<file path="src/rtl/ro_puf_pkg.sv">
// Shared types and helpers for the RO-PUF measurement engine.
// Holds the FSM encoding, mode codes and the Galois LFSR step.
package ro_puf_pkg;

    typedef enum logic [2:0] {
        StIdle,
        StSettle,
        StMeasure,
        StDecide,
        StDone
    } state_e;

    localparam logic MODE_RACE   = 1'b0;
    localparam logic MODE_WINDOW = 1'b1;

    localparam int unsigned SETTLE_CYC = 3;

    // Right-shifting Galois step; callers zero-extend to 32 bits and truncate the result back.
    function automatic logic [31:0] lfsr_next(input logic [31:0] cur, input logic [31:0] tap);
        return (cur >> 1) ^ (cur[0] ? tap : 32'd0);
    endfunction

endpackage

</file>
<file path="src/rtl/ro_edge_counter.sv">
// Synchronises one asynchronous RO output and counts its rising edges.
// The counter saturates at all-ones and is held at zero while clr_i is high.
module ro_edge_counter #(
    parameter int unsigned CNT_W = 8
) (
    input  logic             clk_i,
    input  logic             rst_i,
    input  logic             ro_i,
    input  logic             clr_i,
    input  logic             cnt_en_i,
    output logic [CNT_W-1:0] cnt_o,
    output logic             sat_o
);

    localparam logic [CNT_W-1:0] CntMax = '1;

    logic             sync1_q, sync2_q, prev_q;
    logic [CNT_W-1:0] cnt_q, cnt_d;

    always_ff @(posedge clk_i) begin
        if (rst_i) begin
            sync1_q <= 1'b0;
            sync2_q <= 1'b0;
            prev_q  <= 1'b0;
            cnt_q   <= '0;
        end else begin
            sync1_q <= ro_i;
            sync2_q <= sync1_q;
            prev_q  <= sync2_q;
            cnt_q   <= cnt_d;
        end
    end

    always_comb begin
        cnt_d = cnt_q;
        if (clr_i) begin
            cnt_d = '0;
        end else if (cnt_en_i && sync2_q && !prev_q && (cnt_q != CntMax)) begin
            cnt_d = cnt_q + 1'b1;
        end
    end

    assign cnt_o = cnt_q;
    assign sat_o = (cnt_q == CntMax);

endmodule

</file>
<file path="src/rtl/ro_puf_engine.sv">
// Serial RO-PUF engine: LFSR-scrambled RO pair selection, edge racing or windowed
// counting, and a shift register collecting one comparison bit per LFSR step.
module ro_puf_engine
    import ro_puf_pkg::*;
#(
    parameter int unsigned       N_RO     = 16,
    parameter int unsigned       CHAL_W   = 8,
    parameter int unsigned       RESP_W   = 8,
    parameter int unsigned       CNT_W    = 8,
    parameter int unsigned       WIN_CYC  = 255,
    parameter logic [CHAL_W-1:0] LFSR_TAP = 8'hB8
) (
    input  logic              clk_i,
    input  logic              rst_i,
    input  logic              en_i,
    input  logic              start_i,
    input  logic              mode_i,
    input  logic [CHAL_W-1:0] chall_in_i,
    input  logic [N_RO-1:0]   ro_in_i,
    output logic              ro_en_o,
    output logic              busy_o,
    output logic              ready_o,
    output logic [RESP_W-1:0] response_o,
    output logic              tie_o
);

    localparam int unsigned HALF  = N_RO / 2;
    localparam int unsigned SEL_W = $clog2(HALF);
    localparam int unsigned TMR_W = $clog2(WIN_CYC + 1);
    localparam int unsigned IDX_W = $clog2(RESP_W + 1);

    localparam logic [TMR_W-1:0] TmrLast    = TMR_W'(WIN_CYC - 1);
    localparam logic [IDX_W-1:0] IdxLast    = IDX_W'(RESP_W - 1);
    localparam logic [1:0]       SettleLast = 2'(SETTLE_CYC - 1);

    state_e            state_q, state_d;
    logic [CHAL_W-1:0] lfsr_q, lfsr_d;
    logic              mode_q, mode_d;
    logic [RESP_W-1:0] resp_q, resp_d;
    logic              tie_q, tie_d;
    logic              ready_q, ready_d;
    logic              busy_q, busy_d;
    logic [1:0]        settle_q, settle_d;
    logic [TMR_W-1:0]  tmr_q, tmr_d;
    logic [IDX_W-1:0]  idx_q, idx_d;

    logic [HALF-1:0]  bank_a, bank_b;
    logic [SEL_W-1:0] sel_a, sel_b;
    logic             ro_a, ro_b;
    logic [CNT_W-1:0] cnt_a, cnt_b;
    logic             sat_a, sat_b;
    logic             cnt_clr, cnt_en, bit_val;

    assign bank_a  = ro_in_i[HALF-1:0];
    assign bank_b  = ro_in_i[N_RO-1:HALF];
    assign sel_a   = lfsr_q[SEL_W-1:0];
    assign sel_b   = lfsr_q[CHAL_W-1 -: SEL_W];
    assign ro_a    = bank_a[sel_a];
    assign ro_b    = bank_b[sel_b];
    assign cnt_clr = (state_q == StSettle);
    assign cnt_en  = (state_q == StMeasure);
    assign bit_val = (cnt_a > cnt_b);

    ro_edge_counter #(.CNT_W(CNT_W)) u_cnt_a (
        .clk_i    (clk_i),
        .rst_i    (rst_i),
        .ro_i     (ro_a),
        .clr_i    (cnt_clr),
        .cnt_en_i (cnt_en),
        .cnt_o    (cnt_a),
        .sat_o    (sat_a)
    );

    ro_edge_counter #(.CNT_W(CNT_W)) u_cnt_b (
        .clk_i    (clk_i),
        .rst_i    (rst_i),
        .ro_i     (ro_b),
        .clr_i    (cnt_clr),
        .cnt_en_i (cnt_en),
        .cnt_o    (cnt_b),
        .sat_o    (sat_b)
    );

    always_ff @(posedge clk_i) begin
        if (rst_i) begin
            state_q  <= StIdle;
            lfsr_q   <= '0;
            mode_q   <= MODE_RACE;
            resp_q   <= '0;
            tie_q    <= 1'b0;
            ready_q  <= 1'b0;
            busy_q   <= 1'b0;
            settle_q <= '0;
            tmr_q    <= '0;
            idx_q    <= '0;
        end else begin
            state_q  <= state_d;
            lfsr_q   <= lfsr_d;
            mode_q   <= mode_d;
            resp_q   <= resp_d;
            tie_q    <= tie_d;
            ready_q  <= ready_d;
            busy_q   <= busy_d;
            settle_q <= settle_d;
            tmr_q    <= tmr_d;
            idx_q    <= idx_d;
        end
    end

    always_comb begin
        state_d  = state_q;
        lfsr_d   = lfsr_q;
        mode_d   = mode_q;
        resp_d   = resp_q;
        tie_d    = tie_q;
        ready_d  = ready_q;
        busy_d   = busy_q;
        settle_d = settle_q;
        tmr_d    = tmr_q;
        idx_d    = idx_q;
        if (!en_i) begin
            // Abort discards any partial or finished result.
            if (state_q != StIdle) begin
                state_d = StIdle;
                ready_d = 1'b0;
                busy_d  = 1'b0;
                resp_d  = '0;
                tie_d   = 1'b0;
            end
        end else begin
            unique case (state_q)
                StIdle: begin
                    if (start_i) begin
                        state_d  = StSettle;
                        lfsr_d   = (chall_in_i == '0) ? CHAL_W'(1) : chall_in_i;
                        mode_d   = mode_i;
                        resp_d   = '0;
                        tie_d    = 1'b0;
                        idx_d    = '0;
                        ready_d  = 1'b0;
                        busy_d   = 1'b1;
                        settle_d = '0;
                    end
                end
                StSettle: begin
                    tmr_d    = '0;
                    settle_d = settle_q + 1'b1;
                    if (settle_q == SettleLast) state_d = StMeasure;
                end
                StMeasure: begin
                    tmr_d = tmr_q + 1'b1;
                    if ((tmr_q == TmrLast) || ((mode_q == MODE_RACE) && (sat_a || sat_b))) begin
                        state_d = StDecide;
                    end
                end
                StDecide: begin
                    resp_d   = RESP_W'({resp_q, bit_val});
                    tie_d    = tie_q | (cnt_a == cnt_b);
                    lfsr_d   = CHAL_W'(lfsr_next(32'(lfsr_q), 32'(LFSR_TAP)));
                    idx_d    = idx_q + 1'b1;
                    settle_d = '0;
                    state_d  = (idx_q == IdxLast) ? StDone : StSettle;
                end
                StDone: begin
                    ready_d = 1'b1;
                    busy_d  = 1'b0;
                    state_d = StIdle;
                end
                default: state_d = StIdle;
            endcase
        end
    end

    assign ro_en_o    = (state_q == StSettle) || (state_q == StMeasure);
    assign busy_o     = busy_q;
    assign ready_o    = ready_q;
    assign response_o = resp_q;
    assign tie_o      = tie_q;

endmodule

</file>
<file path="config.mk">
export PLATFORM = sky130hd
export DESIGN_NAME = ro_puf_engine
export DESIGN_NICKNAME = d
export VERILOG_FILES = /design/src/rtl/ro_puf_pkg.sv /design/src/rtl/ro_edge_counter.sv /design/src/rtl/ro_puf_engine.sv
export SDC_FILE = /design/constraint.sdc
export NUM_CORES = 1
export LEC_CHECK = 0
export CORE_MARGIN = 2
export CORE_UTILIZATION = 23
export CTS_CLUSTER_SIZE = 28
export DETAILED_ROUTE_END_ITERATION = 10
export HOLD_SLACK_MARGIN = 0.02
export PLACE_DENSITY = 0.49
export SLEW_MARGIN = 25
export SYNTH_ARGS = -nofsm -noshare
export SYNTH_HDL_FRONTEND = slang
export SYNTH_SLANG_ARGS = --single-unit
</file>
<file path="constraint.sdc">
create_clock -name clk_i -period 1.85 [get_ports clk_i]
set_clock_uncertainty 0.15 [all_clocks]
set_input_delay 0.37 -clock clk_i [delete_from_list [all_inputs] [get_ports clk_i]]
set_output_delay 0.37 -clock clk_i [all_outputs]
set_load 0.01 [all_outputs]
</file>
Word level (Yosys, flattened, before mapping)
Cells that the tools add are included.
Storage, ports and cells
  output and inout port bits: 12
  register bits after elaboration: 59
  bits of input ports: 29
  word-level logic and storage cells: 107
Operators by class
  reductions and logical operators: 27
  bitwise gates (word level): 3
  $add $sub $neg: 5
  equal/unequal tests: 18
  multiplexer cells: 33
  order comparisons: 3
Operator list (number)
  8-bit two-way mux: 6
  8-bit case mux with 2 select lines: 3
  8-bit by 1-bit adder with 8-bit output (second input constant): 3
  8-bit equality test (second input constant): 3
  3-bit two-way mux: 6
  8-bit inequality test (second input constant): 2
  3-bit AND reduction: 5
  3-bit case mux with 4 select lines: 1
  8-bit equality test: 1
  8-bit greater-than comparator: 1
  8-bit logical NOT: 1
  3-bit by 4-bit less-than comparator with 1-bit output (second input constant): 2
  1-bit two-way mux: 8
  4-bit case mux with 2 select lines: 1
  7-bit by 8-bit bitwise XOR with 8-bit output: 1
  1-bit logical AND: 7
  1-bit binary-select mux with 3-bit select: 2
  3-bit by 2-bit equality test with 1-bit output (second input constant): 2
  3-bit by 1-bit inequality test with 1-bit output (second input constant): 2
  3-bit inequality test (second input constant): 2
  1-bit case mux with 2 select lines: 3
  2-bit case mux with 3 select lines: 1
  2-bit nonzero test: 3
  3-bit nonzero test: 2
  18 further kinds: 21

Logic depth before layout (Yosys ltp)
Gate-level depths: netlist of the first run.
  depth in word-level cells: 7
  depth in mapped cells: 8
  depth with buffers taken out: 7

Cells and area by module
From an unflattened synthesis of the first run, not the netlist that was laid out.
Second synthesis, totals
  cell total of the unflattened synthesis: 372
  area total of the unflattened synthesis: 3293.2 µm²
Modules (own cells, without submodules)
  ro_puf_engine: cells each 254, times used 1, seq. area each 740.7 µm², area an instance 2189.6 µm²
  ro_edge_counter: cells each 59, times used 2, seq. area each 220.2 µm², area an instance 551.8 µm²

Worst setup path after synthesis of the first run
Ideal clock, no wire load.
  kind: register to register
  start point: reg state_q[2]
  end point: reg u_cnt_a.cnt_q[5] (netlist: u_cnt_a.cnt_o[5])
  buffers on the path: 1
  cell stages (with the launch flop): 7
  required time: 1630 ps
  library setup time: 70 ps
  arrival: 1529 ps
  slack: 101 ps
  period minus slack after synthesis: 1749 ps
  path through: dfxtp_1 buf_2 nor3b_4 o2111a_2 nand4_4 or3_1 a21oi_1
Between the ends
  longest elaborated chain between the ends: 4
  elaborated cells on any way between the ends: 6
  classes of those cells: eq/ne (2); reduce/logical (4)
RTL lines
  start: declaration: line ro_puf_engine.sv:36  | state_e state_q, state_d;
  start signal: assignment: line ro_puf_engine.sv:86  | state_q <= StIdle;
  start signal: assignment: line ro_puf_engine.sv:97  | state_q <= state_d;
  3-bit by 2-bit equality test with 1-bit output: line ro_puf_engine.sv:61  | assign cnt_en = (state_q == StMeasure);
  1-bit logical AND (3 in a row): line ro_edge_counter.sv:38  | end else if (cnt_en_i && sync2_q && !prev_q && (cnt_q != CntMax)) begin
  end signal: assignment: line ro_edge_counter.sv:30  | cnt_q <= cnt_d;
  end: declaration: line ro_edge_counter.sv:18  | logic [CNT_W-1:0] cnt_q, cnt_d;
Parallel ways exist; a longest one is shown, timed or not.
A chain may end at the register's enable or synchronous reset.

Final worst setup path of the first run
  start point: reg state_q[0]
  end point: reg u_cnt_a.cnt_q[5] (netlist: u_cnt_a.cnt_o[5])
The elaborated chain is that of the path after synthesis.

==> metrics.md, run 1 <==
| Metric | Value |
|---|---|
| Synthesized cell area | 0.00300 sq mm |
| Max-slew violation count | 0 |
| Sequential share of the synthesized area | 39.4% |
| EDFF count, synth | 0 |
| Final worst slack | 0.0691 ns |
| Share of cells above drive strength 1 | 17.6% |
| HP Class | reg2reg |
| Yosys reg bits | 59 |
| Inserted Diodes | 0 |
| Total gr overflow | 0 |
| Max transition margin | 74.6% |
| Routed WL per cell | 12.2 microns |
| Cells after synthesis | 343 |
| CP Max Fanout | 5 |
| First-pass GRT wire length | 12000 microns |
| Ys flop type | dfxtp_1 |
| Top cells by instance count after synthesis | dfxtp_1, nor2_1, a21oi_1, nand2_1, mux2i_1 |
| Routed Antenna Nets | 0 |
| Die area | 0.0140 sq mm |
| Xor and xnor fraction of the mapped netlist area | 4.38% |
| Status | complete, no violations |
| Die width | 118 microns |
| Adder-cell area share of the yosys netlist | 5.84% |
| Hpwl dp | 5260 microns |
| Final RePlAce weighted congestion | 0.785 |
| H-Tree Level Count | 3 |
| Max-capacitance violation count | 0 |
| Top cells by area, synth | dfxtp_1, nor2_1, ha_1, mux2i_1, a21oi_1 |
| Async set-reset flop share out of synthesis | 0% |
| Clk buf depth | 2 |
| Dpl cell area | 0.00381 sq mm |
| Fin crit share | 96.3% |
| Worst Tran Pin Value | 0.381 ns |
| Total number of vias | 2630 |
| Layout area overhead | 39.1% |
| Vias in the first global route | 2541 |
| Post-Layout Inst Area | 0.00417 sq mm |
| Clock root buffer | clkbuf_16 |
| Count leader, synth | dfxtp_1 |
| Top cell type by total area after synthesis | dfxtp_1 |
| Leakage | 1.55 nW |
| Starting DRT DRC Count | 69 |
| Non-Filler Instances | 587 |
| Final setup violation count | 0 |
| Placeable Area | 0.0127 sq mm |
| Port bufs | 40 |
| Hold slack | 0.313 ns |
| Final net count | 453 |
| Yosys top cell area share | 39.4% |
| Clk_lat worst skew | 0.32 ns |
| Pre-CTS setup slack | -0.432 ns |
| Initial antenna violation count | 0 |
| Required time worst endpoint | 1.95 ns |
| Peak Freq | 562 MHz |
| DR vias/cell | 4.48 |
| Simple-gate area share of the yosys netlist | 22.4% |
| Total CTS buffers | 9 |
| Initial Utilization | 23.7% |
| DRT Pass-1 Iters | 4 |
| Crit path launch type | flip-flop |
| Routed WL | 7170 microns |
| Remaining DRCs | 0 |
| Hold Vio Cnt, Final | 0 |
| CP arrival | 1.88 ns |
| Compound-Gate Fraction of Synth Area | 14.8% |
| Util after Layout | 32.9% |
| Synth unique cells | 49 |
| Critical Path Sink Type | flip-flop |
| Syn Nets | 386 |
| Clock-pin slew on the worst setup and hold paths | 0.05 ns |
| Unrepaired setup endpoints after global routing | true |
| CTS tree | yes |
| DP Cell Count | 569 |
| Number of fill cells | 1336 |
| Mux cell area share after synthesis | 8.68% |
| Critical path class | reg2reg |
| Die Height | 118 microns |
| Clock Sinks | 59 |
| Gr usage total | 10.4% |
| Setup TNS Final | 0 ns |
| Power per cell area | 766 mW/mm^2 |
| # IOs | 41 |
| Ys Warns | 0 |
| Largest net degree at the start of global routing | 28 |
| Largest family of logic cells by synthesized area | simple AND/OR/NAND/NOR gates |
| Synthesized area per cell | 8.74 sq um |
| Final Power | 3.20 mW |
| Clock period minus worst slack | 1.78 ns |
| Row count | 41 |
| Worst vdd ir | 0.000346 V |
-- sequential cells by signal, summed over array words and instances, names as in the netlist, 2 cells and up --
signal	count
state_q	3
settle_q	2
lfsr_q	8
response_o	8
u_cnt_b.cnt_o	8
idx_q	4
u_cnt_a.cnt_o	8
tmr_q	8
-- repair_timing --
| item | CTS | global route |
|---|---|---|
| pin swaps | 0 | 7 |
| buffers inserted | 0 | 2 |
| hold buffers | 0 | 0 |
| setup endpoints to repair | 8 | 19 |
| resized for setup | 4 | 17 |
-- placed cells by master (no fill, tap or decap), drive strengths merged, types with 2 or more instances in the layout --
cell type	instances
a211oi	8
a21o	2
a21oi	28
a31oi	2
a32oi	2
a41oi	2
and2	3
and3	4
buf	34
clkbuf	14
clkdlybuf4s50	38
clkinv	2
dfxtp	59
ha	14
inv	13
mux2i	17
mux4	4
nand2	25
nand2b	6
nand3	6
nand3b	2
nand4	8
nor2	53
nor2b	5
nor3	8
nor4	3
o211ai	4
o21ai	13
o21bai	2
or3	6
xnor2	8
xor2	7
-- final cells by class --
cell class / count / area [sq um] / share of cell area, %
clock buffer: 14 / 264 / 6.33
clock inverter: 2 / 10.0 / 0.240
inverter: 13 / 48.8 / 1.17
multi-input combinational: 253 / 1750 / 41.8
sequential: 59 / 1180 / 28.4
tap: 172 / 215 / 5.16
timing repair buffer: 74 / 706 / 16.9
-- worst max-delay path: stages, from the launching register on --
cell and delay, ns:
dfxtp_2 0.33, buf_6 0.11, nor3b_4 0.23, o2111a_2 0.31, nand4_4 0.11, or3_1 0.36
a21oi_1 0.11
-- final timing paths --
path / depth (start not counted) / end / slack (ns) / start
max: 6 / u_cnt_a.cnt_o[5] / 0.07 / state_q[0]
min: 2 / lfsr_q[3] / 0.31 / lfsr_q[3]
max reg2reg: 6 / u_cnt_a.cnt_o[5] / 0.07 / state_q[0]
min reg2reg: 2 / lfsr_q[3] / 0.31 / lfsr_q[3]
-- power breakdown --
group	switching [mW]	internal, mW
clock	0.554	0.975
combinational	0.151	0.193
sequential	0.0217	1.30
total	0.727	2.47
-- cell families (layout without fill, tap and decap cells) --
family	count (synthesis)	in the layout
XOR/XNOR	15	15
flip-flops	59	59
AND/OR/NAND/NOR	133	133
adder cells (fa/ha/maj)	14	14
multiplexers	21	21
buffers and inverters	31	103
AO/OA/AOI/OAI	70	70
-- layer usage --
metal	vias to the layer above	global-route usage [%]	part of all wire (%)
met1	1229	13.3	47
met4	0	3.54	1.1
met5	-	0	0
met2	51	16.9	48
li1	1342	-	-
met3	8	2.85	3.3
Note: power is estimated with default switching activity, not from simulation.
==> inputs of run 2 (changes only) <==
--- a/config.mk
+++ b/config.mk
@@ -6,11 +6,11 @@
 export NUM_CORES = 1
 export LEC_CHECK = 0
 export CORE_MARGIN = 2
-export CORE_UTILIZATION = 23
+export CORE_UTILIZATION = 45
 export CTS_CLUSTER_SIZE = 28
 export DETAILED_ROUTE_END_ITERATION = 10
 export HOLD_SLACK_MARGIN = 0.02
-export PLACE_DENSITY = 0.49
+export PLACE_DENSITY = 0.78
 export SLEW_MARGIN = 25
 export SYNTH_ARGS = -nofsm -noshare
 export SYNTH_HDL_FRONTEND = slang
==> metrics.md, run 2 (same netlist as run 1, synthesis figures left out) <==
| Metric | Value |
|---|---|
| Clk buf depth | 2 |
| Remaining DRCs | 0 |
| Hpwl dp | 5090 microns |
| Vias in the first global route | 2591 |
| Max transition margin | 75.6% |
| Clock-pin slew on the worst setup and hold paths | 0.07 ns |
| Total CTS buffers | 9 |
| Layout area overhead | 31.3% |
| Placeable Area | 0.00639 sq mm |
| Commonest non-fill, non-tap cells in the layout | dfxtp_1, nor2_1, clkdlybuf4s50_1 |
| Initial antenna violation count | 0 |
| Dpl cell area | 0.00366 sq mm |
| Clock period minus worst slack | 1.81 ns |
| Clk_lat worst skew | 0.33 ns |
| Die width | 85.6 microns |
| Inserted Diodes | 0 |
| Critical Path Sink Type | flip-flop |
| Fin crit share | 98.0% |
| Max-capacitance violation count | 0 |
| Leading cell type in the layout, fill and taps excluded | dfxtp_1 |
| H-Tree Level Count | 3 |
| Max-slew violation count | 0 |
| Final net count | 450 |
| Critical path class | reg2reg |
| Required time worst endpoint | 1.96 ns |
| Row count | 29 |
| Final setup violation count | 0 |
| Total number of vias | 2709 |
| Gr usage total | 19.9% |
| Post-Layout Inst Area | 0.00394 sq mm |
| Area of the multi-input gates | 0.00173 sq mm |
| Worst Tran Pin Value | 0.366 ns |
| Clock Sinks | 59 |
| Largest net degree at the start of global routing | 28 |
| Util after Layout | 61.7% |
| Final RePlAce weighted congestion | 0.795 |
| Clock root buffer | clkbuf_8 |
| Hold Vio Cnt, Final | 0 |
| Worst vdd ir | 0.000493 V |
| Peak Freq | 552 MHz |
| Setup TNS Final | 0 ns |
| Pre-CTS setup slack | -0.401 ns |
| Hold slack | 0.293 ns |
| Leakage | 1.46 nW |
| # IOs | 41 |
| Routed WL | 7140 microns |
| Routed WL per cell | 14.6 microns |
| Starting DRT DRC Count | 168 |
| Initial Utilization | 47.0% |
| Routed Antenna Nets | 0 |
| Final worst slack | 0.0376 ns |
| Total gr overflow | 0 |
| CP arrival | 1.93 ns |
| DR vias/cell | 5.54 |
| First-pass GRT wire length | 11800 microns |
| DRT Pass-1 Iters | 4 |
| Number of fill cells | 532 |
| Die Height | 85.6 microns |
| Register Area | 0.00119 sq mm |
| Power per cell area | 721 mW/mm^2 |
| DP Cell Count | 472 |
| Status | complete, no violations |
| Final Power | 2.84 mW |
| CP Max Fanout | 5 |
| Crit path launch type | flip-flop |
| CTS tree | yes |
| Port bufs | 40 |
| Share of cells above drive strength 1 | 17.5% |
| Die area | 0.00733 sq mm |
| HP Class | reg2reg |
| Non-Filler Instances | 489 |
[run 2: cell types whose count changed in the layout (fill, tap and decap cells not counted), moves of 2 or more]
| cell | delta |
|---|---|
| dfxtp_4 | +2 |
| clkbuf_1 | -3 |
| clkbuf_16 | -9 |
| clkbuf_8 | +12 |
| clkinv_2 | -2 |
| dfxtp_2 | -2 |
[run 2: layout make-up]
type	count	share of cell area, %
clock buffer	14	4.89
clock inverter	2	0.413
inverter	13	1.24
multi-input combinational	253	43.9
sequential	59	30.2
tap	77	2.45
timing repair buffer	71	16.9
[run 2: critical path, cell delays in order (launching register included)]
cell,delay (ns)
dfxtp_1,0.41
nor3b_4,0.25
o2111a_2,0.30
nand4_4,0.12
or3_4,0.35
a21oi_2,0.16
[run 2: path summary, 6_finish.rpt]
path | from | endpoint | slack, ns | cells past startpoint
worst min register to register | u_cnt_b.sync1_q | u_cnt_b.sync2_q | 0.29 | 1
worst min-delay path | u_cnt_b.sync1_q | u_cnt_b.sync2_q | 0.29 | 1
worst max-delay path | state_q[1] | u_cnt_a.cnt_o[5] | 0.04 | 5
worst max register to register | state_q[1] | u_cnt_a.cnt_o[5] | 0.04 | 5
[run 2: where the power goes]
group	internal [mW]	leakage, nW	switching, mW
logic	0.182	0.880	0.148
registers	1.30	0.479	0.0244
clock network	0.672	0.105	0.515
[run 2: metal layers]
metal	up-vias	wire, microns	part of all wire [%]	GRT usage [%]
met5	-	0	0	0
met4	0	153	2.1	7.79
met3	17	261	3.7	4.23
met2	71	3730	52	35.4
met1	1286	3000	42	23.4
li1	1335	-	-	-
[run 2: what timing repair did]
item                       CTS  global route
buffers inserted             1             0
pin swaps                    0             2
hold buffers                 0             0
setup endpoints to repair   14            14
resized for setup            5            15
==> inputs of run 3 (changes only) <==
--- a/config.mk
+++ b/config.mk
@@ -11,7 +11,7 @@
 export DETAILED_ROUTE_END_ITERATION = 10
 export HOLD_SLACK_MARGIN = 0.02
 export PLACE_DENSITY = 0.78
-export SLEW_MARGIN = 25
+export SLEW_MARGIN = 10
 export SYNTH_ARGS = -nofsm -noshare
 export SYNTH_HDL_FRONTEND = slang
 export SYNTH_SLANG_ARGS = --single-unit
==> results of run 3 <==
No change in the layout: final DEF, timing and power equal those of run 2.
